`src/rtl/btod_req_bridge_if.sv`:
```
// Stream and req/ack bundle between the bridge and its neighbours:
// command stream in, btod request port out, response stream out.
interface btod_req_bridge_if #(
  parameter int DATA_W = 32,
  parameter int ACK_W  = 16
);
  logic              cmd_vld;
  logic              cmd_rdy;
  logic [DATA_W-1:0] cmd_data;
  logic              btod_req;
  logic [DATA_W-1:0] btod_data;
  logic              btod_ack;
  logic [ACK_W-1:0]  btod_ack_data;
  logic              rsp_vld;
  logic              rsp_rdy;
  logic [ACK_W-1:0]  rsp_data;

  modport master (
    output cmd_vld, cmd_data,
    output btod_ack, btod_ack_data,
    output rsp_rdy,
    input  cmd_rdy, btod_req, btod_data,
    input  rsp_vld, rsp_data
  );

  modport slave (
    input  cmd_vld, cmd_data,
    input  btod_ack, btod_ack_data,
    input  rsp_rdy,
    output cmd_rdy, btod_req, btod_data,
    output rsp_vld, rsp_data
  );
endinterface

```
`src/rtl/btod_req_bridge.sv`:
```
// Command FIFO feeding blockB's btod req/ack port with one request
// outstanding; the ack payload comes back on a response stream.
module btod_req_bridge #(
  parameter int DATA_W  = 32,
  parameter int ACK_W   = 16,
  parameter int DEPTH   = 4,
  parameter int TIMEOUT = 255
) (
  input  logic                  clk,
  input  logic                  rst_n,
  btod_req_bridge_if.slave      bus,
  output logic                  timeout_err,
  input  logic                  err_clr,
  output logic [15:0]           done_cnt,
  output logic [$clog2(DEPTH):0] fifo_lvl
);
  localparam int AW = $clog2(DEPTH);
  localparam int TW = $clog2(TIMEOUT + 2);
  localparam logic [AW:0] FULL = (AW+1)'(DEPTH);
  localparam logic [TW-1:0] TMAX = TW'(TIMEOUT);

  typedef enum logic [1:0] {
    S_IDLE,
    S_REQ,
    S_RSP
  } state_e;

  state_e state_q, state_d;

  logic [DATA_W-1:0] mem_q [DEPTH];
  logic [AW:0]       wr_ptr_q, wr_ptr_d;
  logic [AW:0]       rd_ptr_q, rd_ptr_d;
  logic [AW:0]       lvl, lvl_nxt;
  logic              cmd_rdy_q, cmd_rdy_d;
  logic              req_q, req_d;
  logic [DATA_W-1:0] data_q, data_d;
  logic              rsp_vld_q, rsp_vld_d;
  logic [ACK_W-1:0]  rsp_data_q, rsp_data_d;
  logic [TW-1:0]     wait_q, wait_d;
  logic              err_q, err_d;
  logic [15:0]       done_q, done_d;
  logic              push, pop;
  logic              ack_hit, rsp_hs;
  logic              tmo_hit;

  assign lvl     = wr_ptr_q - rd_ptr_q;
  assign push    = bus.cmd_vld && cmd_rdy_q;
  assign pop     = (state_q == S_IDLE)
                && (lvl != '0);
  assign ack_hit = (state_q == S_REQ)
                && bus.btod_ack;
  assign rsp_hs  = (state_q == S_RSP)
                && bus.rsp_rdy;

  always_ff @(posedge clk or negedge rst_n) begin
    if (!rst_n) begin
      state_q <= S_IDLE;
    end else begin
      state_q <= state_d;
    end
  end

  always_comb begin
    state_d = state_q;
    unique case (state_q)
      S_IDLE:  if (pop)     state_d = S_REQ;
      S_REQ:   if (ack_hit) state_d = S_RSP;
      S_RSP:   if (rsp_hs)  state_d = S_IDLE;
      default: state_d = S_IDLE;
    endcase
  end

  always_comb begin
    wr_ptr_d   = wr_ptr_q + (AW+1)'(push);
    rd_ptr_d   = rd_ptr_q + (AW+1)'(pop);
    lvl_nxt    = wr_ptr_d - rd_ptr_d;
    cmd_rdy_d  = (lvl_nxt != FULL);
    req_d      = req_q;
    data_d     = data_q;
    rsp_vld_d  = rsp_vld_q;
    rsp_data_d = rsp_data_q;
    done_d     = done_q;
    wait_d     = wait_q;
    if (state_q == S_REQ && wait_q != TMAX)
      wait_d = wait_q + TW'(1);
    unique case (1'b1)
      pop: begin
        req_d  = 1'b1;
        data_d = mem_q[rd_ptr_q[AW-1:0]];
        wait_d = '0;
      end
      ack_hit: begin
        req_d      = 1'b0;
        rsp_vld_d  = 1'b1;
        rsp_data_d = bus.btod_ack_data;
        done_d     = done_q + 16'd1;
      end
      rsp_hs: rsp_vld_d = 1'b0;
      default: ;
    endcase
    // Fires on the edge that completes TIMEOUT cycles in REQ.
    tmo_hit = (TIMEOUT != 0)
           && (state_q == S_REQ)
           && !bus.btod_ack
           && (wait_d == TMAX);
    err_d = err_q;
    if (err_clr) err_d = 1'b0;
    if (tmo_hit) err_d = 1'b1;
  end

  always_ff @(posedge clk or negedge rst_n) begin
    if (!rst_n) begin
      wr_ptr_q   <= '0;
      rd_ptr_q   <= '0;
      cmd_rdy_q  <= 1'b0;
      req_q      <= 1'b0;
      data_q     <= '0;
      rsp_vld_q  <= 1'b0;
      rsp_data_q <= '0;
      wait_q     <= '0;
      err_q      <= 1'b0;
      done_q     <= '0;
    end else begin
      wr_ptr_q   <= wr_ptr_d;
      rd_ptr_q   <= rd_ptr_d;
      cmd_rdy_q  <= cmd_rdy_d;
      req_q      <= req_d;
      data_q     <= data_d;
      rsp_vld_q  <= rsp_vld_d;
      rsp_data_q <= rsp_data_d;
      wait_q     <= wait_d;
      err_q      <= err_d;
      done_q     <= done_d;
    end
  end

  always_ff @(posedge clk or negedge rst_n) begin
    if (!rst_n) begin
      for (int i = 0; i < DEPTH; i++)
        mem_q[i] <= '0;
    end else if (push) begin
      mem_q[wr_ptr_q[AW-1:0]] <= bus.cmd_data;
    end
  end

  assign bus.cmd_rdy   = cmd_rdy_q;
  assign bus.btod_req  = req_q;
  assign bus.btod_data = data_q;
  assign bus.rsp_vld   = rsp_vld_q;
  assign bus.rsp_data  = rsp_data_q;
  assign timeout_err   = err_q;
  assign done_cnt      = done_q;
  assign fifo_lvl      = lvl;
endmodule
```
`src/flat_wrapper.sv`:
```
// flat-port wrapper written by rule: the top's interface ports become plain ports
module btod_req_bridge_flat 
#(
  parameter int DATA_W  = 32,
  parameter int ACK_W   = 16,
  parameter int DEPTH   = 4,
  parameter int TIMEOUT = 255
)
  (clk, rst_n, timeout_err, err_clr, done_cnt, fifo_lvl, bus_cmd_vld, bus_cmd_data, bus_btod_ack, bus_btod_ack_data, bus_rsp_rdy, bus_cmd_rdy, bus_btod_req, bus_btod_data, bus_rsp_vld, bus_rsp_data);
  btod_req_bridge_if #(.DATA_W(DATA_W), .ACK_W(ACK_W)) bus_i ();
  input  logic clk;
  input  logic rst_n;
  output logic timeout_err;
  input  logic err_clr;
  output logic [15:0] done_cnt;
  output logic [$clog2(DEPTH):0] fifo_lvl;
  input wire logic [$bits(bus_i.cmd_vld)-1:0] bus_cmd_vld;
  input wire logic [$bits(bus_i.cmd_data)-1:0] bus_cmd_data;
  input wire logic [$bits(bus_i.btod_ack)-1:0] bus_btod_ack;
  input wire logic [$bits(bus_i.btod_ack_data)-1:0] bus_btod_ack_data;
  input wire logic [$bits(bus_i.rsp_rdy)-1:0] bus_rsp_rdy;
  output wire logic [$bits(bus_i.cmd_rdy)-1:0] bus_cmd_rdy;
  output wire logic [$bits(bus_i.btod_req)-1:0] bus_btod_req;
  output wire logic [$bits(bus_i.btod_data)-1:0] bus_btod_data;
  output wire logic [$bits(bus_i.rsp_vld)-1:0] bus_rsp_vld;
  output wire logic [$bits(bus_i.rsp_data)-1:0] bus_rsp_data;
  assign bus_i.cmd_vld = bus_cmd_vld;
  assign bus_i.cmd_data = bus_cmd_data;
  assign bus_i.btod_ack = bus_btod_ack;
  assign bus_i.btod_ack_data = bus_btod_ack_data;
  assign bus_i.rsp_rdy = bus_rsp_rdy;
  assign bus_cmd_rdy = bus_i.cmd_rdy;
  assign bus_btod_req = bus_i.btod_req;
  assign bus_btod_data = bus_i.btod_data;
  assign bus_rsp_vld = bus_i.rsp_vld;
  assign bus_rsp_data = bus_i.rsp_data;
  btod_req_bridge #(.DATA_W(DATA_W), .ACK_W(ACK_W), .DEPTH(DEPTH), .TIMEOUT(TIMEOUT)) u_core (.clk(clk), .rst_n(rst_n), .bus(bus_i), .timeout_err(timeout_err), .err_clr(err_clr), .done_cnt(done_cnt), .fifo_lvl(fifo_lvl));
endmodule
```
`config.mk`:
```
export PLATFORM = sky130hd
export DESIGN_NAME = btod_req_bridge_flat
export DESIGN_NICKNAME = d
export VERILOG_FILES = /design/src/rtl/btod_req_bridge_if.sv /design/src/rtl/btod_req_bridge.sv /design/src/flat_wrapper.sv
export SDC_FILE = /design/constraint.sdc
export NUM_CORES = 1
export LEC_CHECK = 0
export BUFFER_PORTS_ARGS = -buffer_cell sky130_fd_sc_hd__buf_2
export CAP_MARGIN = 20
export CORE_ASPECT_RATIO = 0.6
export CORE_MARGIN = 3
export CORE_UTILIZATION = 55
export DETAILED_ROUTE_END_ITERATION = 12
export PLACE_DENSITY = 0.77
export SYNTH_ARGS = -nofsm -noshare
export SYNTH_HDL_FRONTEND = slang
export SYNTH_SLANG_ARGS = --single-unit
```
`constraint.sdc`:
```
create_clock -name clk -period 3.4 [get_ports clk]
set_input_delay 0.68 -clock clk [delete_from_list [all_inputs] [get_ports clk]]
set_output_delay 0.68 -clock clk [all_outputs]
set_load 0.1 [all_outputs]
```
==> results.toml <==
[run_status]
status = "completed"

[finish]
area_delta_synth_final_pct = 16.7
n_fill_cell = 1111
final_nets = 884
drive_above_1_share_pct = 40.9
antennaDiodeCount = 0

[drt]
route.final.wire_length_um = 19300
avgViaCountPerCell = 5.49
routedWlPerCell_um = 18.3
drc_errors = 0
antenna_left = 0
drtIter0Drc = 347
vias = 5785
drtPass1Iterations = 4

[placed_design]
dp_hpwl_um = 12700
gp_congestion = 0.854
port_buffers = 124

[synthesis]
syn_nets = 758
ys_seq_elements = 213
synth_cell_type_count = 45
syn_area_um2 = 9180
syn_inst = 693
async_flop_share_pct = 100
synth_top_area_share_pct = 58.1
avgSynthCellArea_um2 = 13.2
synth_xor_area_share_pct = 2.47
synth_fa_ha_area_share_pct = 1.58
ys_top_cells_by_area = "dfrtp_1 (58%), mux2_2 (16%), mux4_2 (7.9%)"
yosys.area_share.simple_pct = 10.1
yosysSeqAreaShare_pct = 58.1
synthMuxAreaShare_pct = 23.8
synth_top_family_by_area = "multiplexers"
synth_compound_gate_area_share_pct = 1.65
ys.flop_type = "dfrtp_1"
synth_warnings = 0
synth.largest_area_cell = "dfrtp_1"
synth-edff-count = 0

[clock_tree]
clock_latency_ns = 0.49
cts_setup_buffers = 0
clk_pin_slew_worst_paths_ns = 0.06
clockBufferDepth = 3
hold_buffers = 0
cts_made_buffers = 20
htreeDepth = 1
cts_sinks = 213
cts_tree = "built"
root_buffer = "clkbuf_16"
cts_resized = 0

[grt]
grt_pass1_wl_um = 32400
grt_max_degree = 72
grtUsageTotal_pct = 21.8
overflow = 0
antenna_found_initial = 2
grt_pass1_vias = 6255

[critical_path]
worstPathMaxFanout = 5
critical_path.cell_chain = "inv_1 -> ha_1 -> fa_1 -> xor3_2 -> buf_2"
r2r_start = "u_core.wr_ptr_q[0]$_DFF_PN0_"
rr_worst_depth = 14
r2r_end = "u_core.bus.cmd_rdy$_DFF_PN0_"
slowest_stage = "dfrtp_1"
critical_path_arrival_ns = 2.40
critPathCaptureType = "primary output"
worstSetupPathType = "flip-flop to primary output"
worstPathRequired_ns = 2.72
cp-start-kind = "flip-flop"
max_stage_delay_ns = 0.47
r2r_slack_ns = 0.37

[hold_path]
hold_path_class = "primary input to async pin"

[timing]
hold_viol = 0
rsz0062_at_grt = "no"
fmax_ghz = 0.325
worstMarginPinSlew_ns = 0.723
slew_headroom_pct = 51.6
final_max_slew_viol_count = 0
setup-violations-final = 0
fin_crit_sh_pct = 90.5
skew_ns = 0.0142
period_needed_ns = 3.08
setup_tns_ns = 0

[floorplan]
die_h_um = 106
ioPinCount = 125
dieArea_um2 = 18300
die_w_um = 173
core_um2 = 15900
num_rows = 35
initial_utilization_pct = 57.9

[job]
max_cap_viol_count = 0
[routing by layer]
layer | GRT usage, % | wire, um | part of all wire, %
met2 | 36.0 | 9110 | 47
met5 | 0 | 21 | 0.11
met3 | 4.82 | 1140 | 5.9
met1 | 30.0 | 8690 | 45
met4 | 5.26 | 325 | 1.7
[cell families after synthesis]
kind of cell,Yosys count
AO/OA/AOI/OAI,18
adder cells (fa/ha/maj),11
multiplexers,162
buffers and inverters,49
XOR/XNOR,24
flip-flops,213
AND/OR/NAND/NOR,216
[worst max-delay path: cells and delay by family, from the launching register on]
kind | cells | cell delay (ns)
buffers and inverters | 2 | 0.57
adders and majority gates | 2 | 0.59
xor gates and xnor gates | 1 | 0.28
DFF | 1 | 0.47
[sequential cells by signal, indices dropped and copies added, names as in the netlist]
name,flops
u_core.wr_ptr_q,3
u_core.bus.btod_data,32
u_core.done_cnt,16
u_core.bus.btod_req,1
u_core.mem_q,128
u_core.bus.rsp_data,16
u_core.timeout_err,1
u_core.bus.cmd_rdy,1
u_core.bus.rsp_vld,1
u_core.rd_ptr_q,3
u_core.wait_q,9
u_core.state_q,2
[metrics by stage]
step                      instance area, um^2  util (%)  worst slack [ns]  hold slack, ns  instances
after floorplan                          9180         -            0.0920           0.384        693
after global placement                  10100      63.6             0.498           0.450       1019
after detailed placement                10100      63.6             0.400           0.456       1019
after CTS                               10700      67.6             0.292           0.213       1054
after global routing                    10700      67.6             0.148           0.222       1054
final                                   10700      67.6             0.324           0.187       1054
[worst max path at each step]
| stage | cells past startpoint | to | from |
|---|---|---|---|
| after floorplan | 15 | u_core.bus.cmd_rdy$_DFF_PN0_ | u_core.wr_ptr_q[0]$_DFF_PN0_ |
| after global placement | 14 | u_core.bus.cmd_rdy$_DFF_PN0_ | u_core.wr_ptr_q[0]$_DFF_PN0_ |
| after detailed placement | 14 | u_core.bus.cmd_rdy$_DFF_PN0_ | u_core.wr_ptr_q[0]$_DFF_PN0_ |
| after CTS | 5 | fifo_lvl[2] | u_core.wr_ptr_q[0]$_DFF_PN0_ |
| after global routing | 14 | u_core.bus.cmd_rdy$_DFF_PN0_ | u_core.wr_ptr_q[0]$_DFF_PN0_ |
| final | 5 | fifo_lvl[2] | u_core.wr_ptr_q[0]$_DFF_PN0_ |
[synth_stat cells (all sizes together), types with 2 or more instances]
master and number:
mux4 32, nor2 15, xnor2 13, clkbuf 8
nand3 9, ha 10, a21oi 2, dfrtp 213
buf 25, o21a 2, nand2 159, nand4bb 2
nand4 4, a211oi 2, o21ai 5, nor4 3
nor3 9, xor2 10, nand2b 5, nand3b 2
inv 16, mux2i 2, mux2 128
[cells in the final DEF (no fill, tap or decap), types with 5 or more instances in the layout]
master     instances
buf_2            123
buf_4             11
clkbuf_1           6
clkbuf_16         21
dfrtp_1          211
ha_1              10
inv_1             15
mux2_2           128
mux4_2            32
nand2_1          159
nand2b_1           5
nand3_1            6
nor2_1            15
nor3_1             8
xnor2_1           13
xor2_1            10
[cell type report]
class                      count  area, um^2  share of cell area (%)
clock inverter                 6        61.3                   0.572
inverter                      16        60.1                   0.561
sequential                   213        5330                    49.8
timing repair buffer         137         752                    7.02
tap                          222         278                    2.59
clock buffer                  29         576                    5.37
multi-input combinational    431        3650                    34.1
Power is left out: the tool's default activity adds up to more than one toggle a clock period on the data nets, which glitch-free logic cannot reach.
